File: config.mk
export PLATFORM = sky130hd
export DESIGN_NAME = frame_sequencer
export DESIGN_NICKNAME = d
export VERILOG_FILES = /design/src/rtl/game_pkg.sv /design/src/rtl/frame_sequencer_timer.sv /design/src/rtl/frame_sequencer.sv
export SDC_FILE = /design/constraint.sdc
export NUM_CORES = 1
export LEC_CHECK = 0
export BUFFER_PORTS_ARGS = -buffer_cell sky130_fd_sc_hd__buf_4
export CAP_MARGIN = 20
export CORE_MARGIN = 2
export CORE_UTILIZATION = 50
export DETAILED_ROUTE_END_ITERATION = 6
export GPL_TIMING_DRIVEN = 0
export PLACE_DENSITY_LB_ADDON = 0.15
export SLEW_MARGIN = 25
export SYNTH_ARGS = -nofsm -noshare
export SYNTH_HDL_FRONTEND = slang
export SYNTH_SLANG_ARGS = --single-unit
export TNS_END_PERCENT = 20
File: constraint.sdc
create_clock -name clock -period 3.35 [get_ports clock]
set_input_delay 0.1675 -clock clock [delete_from_list [all_inputs] [get_ports clock]]
set_output_delay 0.1675 -clock clock [all_outputs]
set_load 0.01 [all_outputs]
File: src/rtl/game_pkg.sv
// Shared definitions for the side-scroller frame scheduler.
//   state_e    : FSM state encoding (4 bits), one REQ/REL pair per client stage
//   STAGE_*    : externally visible stage codes, 0 idle .. 4 draw
//   DEF_*      : default frame divider, handshake timeout and divider width
//   stage_of() : maps a state onto its stage code
package game_pkg;

  typedef enum logic [3:0] {
    StIdle       = 4'd0,
    StEraseReq   = 4'd1,
    StEraseRel   = 4'd2,
    StCollideReq = 4'd3,
    StCollideRel = 4'd4,
    StMoveReq    = 4'd5,
    StMoveRel    = 4'd6,
    StDrawReq    = 4'd7,
    StDrawRel    = 4'd8
  } state_e;

  localparam logic [2:0] STAGE_IDLE    = 3'd0;
  localparam logic [2:0] STAGE_ERASE   = 3'd1;
  localparam logic [2:0] STAGE_COLLIDE = 3'd2;
  localparam logic [2:0] STAGE_MOVE    = 3'd3;
  localparam logic [2:0] STAGE_DRAW    = 3'd4;

  // 60 Hz frame at 50 MHz.
  localparam int unsigned DEF_FRAME_DIV = 833333;
  localparam int unsigned DEF_TIMEOUT   = 4096;
  localparam int unsigned DEF_CNT_W     = 20;

  function automatic logic [2:0] stage_of(input state_e st);
    logic [2:0] code;
    code = STAGE_IDLE;
    unique case (st)
      StEraseReq,   StEraseRel:   code = STAGE_ERASE;
      StCollideReq, StCollideRel: code = STAGE_COLLIDE;
      StMoveReq,    StMoveRel:    code = STAGE_MOVE;
      StDrawReq,    StDrawRel:    code = STAGE_DRAW;
      default:                    code = STAGE_IDLE;
    endcase
    return code;
  endfunction

endpackage

File: src/rtl/frame_sequencer_timer.sv
// Frame divider: free-running counter 0..FRAME_DIV-1.
//   clock  : system clock
//   resetn : asynchronous active-low reset, counter returns to 0
//   tick_o : one-cycle pulse while the counter sits at FRAME_DIV-1
module frame_timer #(
  parameter int unsigned CNT_W     = 20,
  parameter int unsigned FRAME_DIV = 833333
) (
  input  logic clock,
  input  logic resetn,
  output logic tick_o
);

  logic [CNT_W-1:0] count_q, count_d;

  assign tick_o = (count_q == CNT_W'(FRAME_DIV - 1));

  always_comb begin
    count_d = tick_o ? '0 : count_q + CNT_W'(1);
  end

  always_ff @(posedge clock or negedge resetn) begin
    if (!resetn) begin
      count_q <= '0;
    end else begin
      count_q <= count_d;
    end
  end

endmodule

File: src/rtl/frame_sequencer.sv
// Per-frame scheduler: on each frame tick runs erase, collide, move and draw clients in order
// with a level enable/done handshake, latches the jump button between frames and forwards it
// as a one-cycle pulse when the movement stage starts.
//   clock, resetn           : system clock, asynchronous active-low reset
//   jump_btn                : raw jump button (asynchronous)
//   <x>_en / <x>_done       : handshake with erase, collide, move and draw clients
//   jump                    : one-cycle pulse on entry to the movement stage
//   busy, stage             : scheduler activity and current stage code (0 idle .. 4 draw)
//   frame_count             : completed frames, wraps at 8 bits
//   overrun, timeout_err    : sticky error flags, cleared only by reset
module frame_sequencer
  import game_pkg::*;
#(
  parameter int unsigned FRAME_DIV = DEF_FRAME_DIV,
  parameter int unsigned TIMEOUT   = DEF_TIMEOUT,
  parameter int unsigned CNT_W     = DEF_CNT_W
) (
  input  logic       clock,
  input  logic       resetn,
  input  logic       jump_btn,
  output logic       erase_en,
  input  logic       erase_done,
  output logic       collide_en,
  input  logic       collide_done,
  output logic       move_en,
  input  logic       move_done,
  output logic       draw_en,
  input  logic       draw_done,
  output logic       jump,
  output logic       busy,
  output logic [2:0] stage,
  output logic [7:0] frame_count,
  output logic       overrun,
  output logic       timeout_err
);

  localparam int unsigned PH_W = (TIMEOUT > 2) ? $clog2(TIMEOUT) : 1;

  state_e          state_q, state_d;
  logic [PH_W-1:0] phase_q, phase_d;
  logic [3:0]      en_q, en_d;          // bit order: erase, collide, move, draw
  logic            jump_meta_q, jump_sync_q, jump_prev_q;
  logic            jump_latch_q, jump_latch_d;
  logic            jump_q, jump_d;
  logic [7:0]      frame_count_q, frame_count_d;
  logic            overrun_q, overrun_d;
  logic            timeout_err_q, timeout_err_d;

  logic tick;
  logic timed_out;
  logic move_entry;
  logic jump_rise;
  logic frame_done;

  frame_timer #(
    .CNT_W     (CNT_W),
    .FRAME_DIV (FRAME_DIV)
  ) u_timer (
    .clock  (clock),
    .resetn (resetn),
    .tick_o (tick)
  );

  assign timed_out = (state_q != StIdle) && (phase_q == PH_W'(TIMEOUT - 1));

  // State register.
  always_ff @(posedge clock or negedge resetn) begin
    if (!resetn) begin
      state_q <= StIdle;
    end else begin
      state_q <= state_d;
    end
  end

  // Next-state logic; a timeout aborts the frame from any handshake phase.
  always_comb begin
    state_d = state_q;
    unique case (state_q)
      StIdle:       if (tick)          state_d = StEraseReq;
      StEraseReq:   if (erase_done)    state_d = StEraseRel;
      StEraseRel:   if (!erase_done)   state_d = StCollideReq;
      StCollideReq: if (collide_done)  state_d = StCollideRel;
      StCollideRel: if (!collide_done) state_d = StMoveReq;
      StMoveReq:    if (move_done)     state_d = StMoveRel;
      StMoveRel:    if (!move_done)    state_d = StDrawReq;
      StDrawReq:    if (draw_done)     state_d = StDrawRel;
      StDrawRel:    if (!draw_done)    state_d = StIdle;
      default:                         state_d = StIdle;
    endcase
    if (timed_out) begin
      state_d = StIdle;
    end
  end

  // Output and datapath next-state logic.
  always_comb begin
    // Enable stays high only while the REQ state persists, so it rises one cycle after entry
    // and drops on the same edge that leaves the REQ state.
    en_d = '0;
    unique case (state_q)
      StEraseReq:   en_d[0] = (state_d == state_q);
      StCollideReq: en_d[1] = (state_d == state_q);
      StMoveReq:    en_d[2] = (state_d == state_q);
      StDrawReq:    en_d[3] = (state_d == state_q);
      default:      en_d    = '0;
    endcase

    if ((state_d != state_q) || (state_q == StIdle)) begin
      phase_d = '0;
    end else begin
      phase_d = phase_q + PH_W'(1);
    end

    move_entry = (state_d == StMoveReq) && (state_q != StMoveReq);
    jump_rise  = jump_sync_q & ~jump_prev_q;
    jump_d     = move_entry & jump_latch_q;
    // A fresh edge beats the clear so a press landing on the hand-off is not lost.
    if (jump_rise) begin
      jump_latch_d = 1'b1;
    end else if (move_entry) begin
      jump_latch_d = 1'b0;
    end else begin
      jump_latch_d = jump_latch_q;
    end

    frame_done    = (state_q == StDrawRel) && (state_d == StIdle) && !timed_out;
    frame_count_d = frame_done ? frame_count_q + 8'd1 : frame_count_q;
    overrun_d     = overrun_q | (tick & (state_q != StIdle));
    timeout_err_d = timeout_err_q | timed_out;
  end

  always_ff @(posedge clock or negedge resetn) begin
    if (!resetn) begin
      phase_q       <= '0;
      en_q          <= '0;
      jump_meta_q   <= 1'b0;
      jump_sync_q   <= 1'b0;
      jump_prev_q   <= 1'b0;
      jump_latch_q  <= 1'b0;
      jump_q        <= 1'b0;
      frame_count_q <= '0;
      overrun_q     <= 1'b0;
      timeout_err_q <= 1'b0;
    end else begin
      phase_q       <= phase_d;
      en_q          <= en_d;
      jump_meta_q   <= jump_btn;
      jump_sync_q   <= jump_meta_q;
      jump_prev_q   <= jump_sync_q;
      jump_latch_q  <= jump_latch_d;
      jump_q        <= jump_d;
      frame_count_q <= frame_count_d;
      overrun_q     <= overrun_d;
      timeout_err_q <= timeout_err_d;
    end
  end

  assign erase_en    = en_q[0];
  assign collide_en  = en_q[1];
  assign move_en     = en_q[2];
  assign draw_en     = en_q[3];
  assign jump        = jump_q;
  assign busy        = (state_q != StIdle);
  assign stage       = stage_of(state_q);
  assign frame_count = frame_count_q;
  assign overrun     = overrun_q;
  assign timeout_err = timeout_err_q;

endmodule

==> results.yml <==
worst_setup_path:
  crit_type: "reg -> reg"
  cp_data_required_time_ns: 3.59
  r2r_start: "state_q[0]$_DFF_PN0_"
  crit_slowest_cell: "dfrtp_1"
  crit_chain: "inv_1 -> ha_1 -> buf_4 -> nor3b_2 -> nor4_4 -> nor2_1 -> a32oi_2 -> nand4_2 -> buf_6 -> nor2_1"
  rrSetupSlack_ns: 0.60
  setup.worst_path.end_class: "register"
  reg2reg_to: "phase_q[10]$_DFF_PN0_"
  worst-endpoint-arrival_ns: 2.99
  ff2ff_path_depth: 10
  cpMostUsedCell: "nor2_1"
  critPathMaxStageDelay_ns: 0.54
  cp-start-kind: "register"
  worst-path-max-fanout: 10
power:
  internal-power_mw: 1.10
  p_switching_mw: 0.625
  pwr-share-clk_pct: 21.9
  power_frac_seq_pct: 43.3
  p_leak_nw: 1.55
  swShare_pct: 36.1
  combinationalPowerShare_pct: 34.8
  power.density_mw_per_mm2: 526
  peakVddDrop_mv: 0.272
synth:
  synth_area_leader_cell: "dfrtp_1"
  synth_most_common_cell: "dfrtp_1"
  synth-seq-cells: 55
  synthTopCellsByCount: "dfrtp_1, nor2_1, nand2_1, xnor2_1, xor2_1"
  yosys_warnings: 0
  synth_ff_type: "dfrtp_1"
  synthTopCellsByArea: "dfrtp_1, xnor2_1, xor2_1"
  syn_area_mm2: 0.00290
  synth_edf_count: 0
  synth_nets: 306
  async_reset_ff_share_pct: 100
  synthCells: 290
  avgSynthCellArea_um2: 10.0
  ys_seq_area_share_pct: 47.5
  synth_top_area_share_pct: 47.5
  synth_cell_types: 50
final_layout:
  areaGrowthSynthToFinish_pct: 13.5
  fin_nets: 340
  fin_area_mm2: 0.00329
  n_antenna_cell: 0
  layout-drive-gt1-share_pct: 17.2
global_routing:
  grt_usage_pct: 18.3
  grt_use_met1_pct: 24.0
  gr-usage-met3_pct: 3.60
  grt_overflow_total: 0
  grt_max_degree: 56
  grt_busiest_layer: "met2"
  antenna_found_initial: 0
  grt_pass1_vias: 2062
  grt_pass1_wl_um: 9330
  gr-usage-met2_pct: 31.1
floorplan:
  dieArea_mm2: 0.00642
  die_x_um: 80.1
  coreArea_mm2: 0.00554
  initial_core_util_pct: 52.3
  die_h_um: 80.1
  row_count: 27
  io_pins: 26
placed_design:
  placed_cell_area_mm2: 0.00318
  post-dp-hpwl_um: 3830
  io_buffer_count: 25
  gp_congestion: 0.885
cts:
  cts_made_buffers: 5
  cts_resized: 0
  htree_num_levels: 2
  cts_buffer_depth: 2
  ctsRootBufferMaster: "clkbuf_8"
  clk_pin_slew_ns: 0.11
  cts_tree: "built"
  clock_latency_ns: 0.31
  clock-sinks: 55
  cts_setup_buffers: 0
  cts_hold_buf: 2
sta:
  max_freq_ghz: 0.363
  layout_min_cycle_time_ns: 2.75
  whs_ns: 0.173
  fin_crit_sh_pct: 82.2
  max_slew_margin_pct: 55.1
  finalSetupTns_ns: 0
  fin_skew_ns: 0.0139
  rsz0062_at_grt: "no"
  worstMarginPinSlew_ns: 0.674
  hold_violations: 0
  setup_viol: 0
  slew_viol_final: 0
hold_path:
  min-delay-start: "draw_done"
  hold_end: "state_q[3]$_DFF_PN0_"
  holdPathStages: 2
  min_path_type: "in -> reg"
route:
  vias_per_cell: 5.45
  drc_errors: 0
  drt_wl_total_um: 5360
  dr.pass1.iters: 4
  wl_per_cell_um: 13.5
  via_count: 2162
  drt.antenna.violating_nets: 0
  drt_iter0_markers: 115
job:
  maxCapViolations: 0
status:
  status: "finished, final reports clean"
-- layout by cell type (no fill, tap or decap), drive strengths merged, types with 3 or more instances in the layout --
master	instances
mux2	3
nor3b	3
ha	9
buf	30
nor4	3
nand3	11
clkbuf	7
nor3	7
o21ai	8
a21oi	5
inv	14
and3	10
xnor2	17
xor2	17
or4	3
dfrtp	55
nand2	27
nor2	43
nand4	13
a32o	3
nor2b	6
-- flip-flops by register name (all words and copies together) (netlist names), 4 cells and up --
signal           flops
en_q                 4
frame_count          8
state_q              4
phase_q             12
u_timer.count_q     20
-- per-layer routing --
| metal | vias up | wire, µm |
|---|---|---|
| met4 | 0 | 24 |
| met3 | 2 | 295 |
| met5 | - | 0 |
| li1 | 1075 | - |
| met2 | 61 | 2570 |
| met1 | 1024 | 2460 |
-- layout make-up --
type | count | area, µm²
flip-flops and latches | 55 | 1380
inverters | 12 | 45.0
repair buffers | 27 | 208
clock inverters | 3 | 25.0
well taps | 72 | 90.1
plain buffers | 7 | 50.0
fillers | 487 | 2250
multi-input cells | 216 | 1430
clock buffers | 5 | 68.8
-- power groups by stage --
stage | clock [mW] | combinational [mW] | sequential [mW]
detailed placement | 0 | 0.600 | 0.763
finish | 0.380 | 0.602 | 0.749
floorplan | 0 | 0.427 | 0.758
global route | 0.425 | 0.673 | 0.758
CTS | 0.399 | 0.604 | 0.749
global placement | 0 | 0.598 | 0.763
-- stage by stage --
stage	setup slack [ns]	total power [mW]	cells	utilization [%]
2_1_floorplan	1.02	1.18	290	-
3_3_place_gp	0.599	1.36	387	57.3
3_5_place_dp	0.608	1.36	387	57.3
4_1_cts	0.581	1.75	397	59.4
5_1_grt	0.333	1.86	397	59.4
6_report	0.596	1.73	397	59.4
-- critical path, delay by kind of cell, from the launching register on --
family	cells	cell delay [ns]
DFF	1	0.54
and+or+nand+nor	5	1.10
buffers and inverters	3	0.55
adders and majority gates	1	0.23
AOI/OAI and AO/OA	1	0.26
-- kinds of logic after synthesis --
group / after synthesis / synth area share [%]
AOI/OAI and AO/OA: 30 / 7.38
DFF: 55 / 47.5
xor gates and xnor gates: 34 / 10.3
adders and majority gates: 9 / 3.88
and+or+nand+nor: 138 / 25.9
muxes: 5 / 1.86
buffers and inverters: 19 / 3.28
-- worst max-delay path by stage --
| stage | slack [ns] | startpoint | end |
|---|---|---|---|
| floorplan | 1.02 | state_q[0]$_DFF_PN0_ | phase_q[4]$_DFF_PN0_ |
| detailed placement | 0.61 | state_q[0]$_DFF_PN0_ | phase_q[9]$_DFF_PN0_ |
| finish | 0.60 | state_q[0]$_DFF_PN0_ | phase_q[10]$_DFF_PN0_ |
| global route | 0.33 | state_q[0]$_DFF_PN0_ | phase_q[8]$_DFF_PN0_ |
| global placement | 0.60 | state_q[0]$_DFF_PN0_ | frame_count[7]$_DFFE_PN0P_ |
| CTS | 0.58 | state_q[0]$_DFF_PN0_ | phase_q[3]$_DFF_PN0_ |
Power figures use the tool's default switching activity.
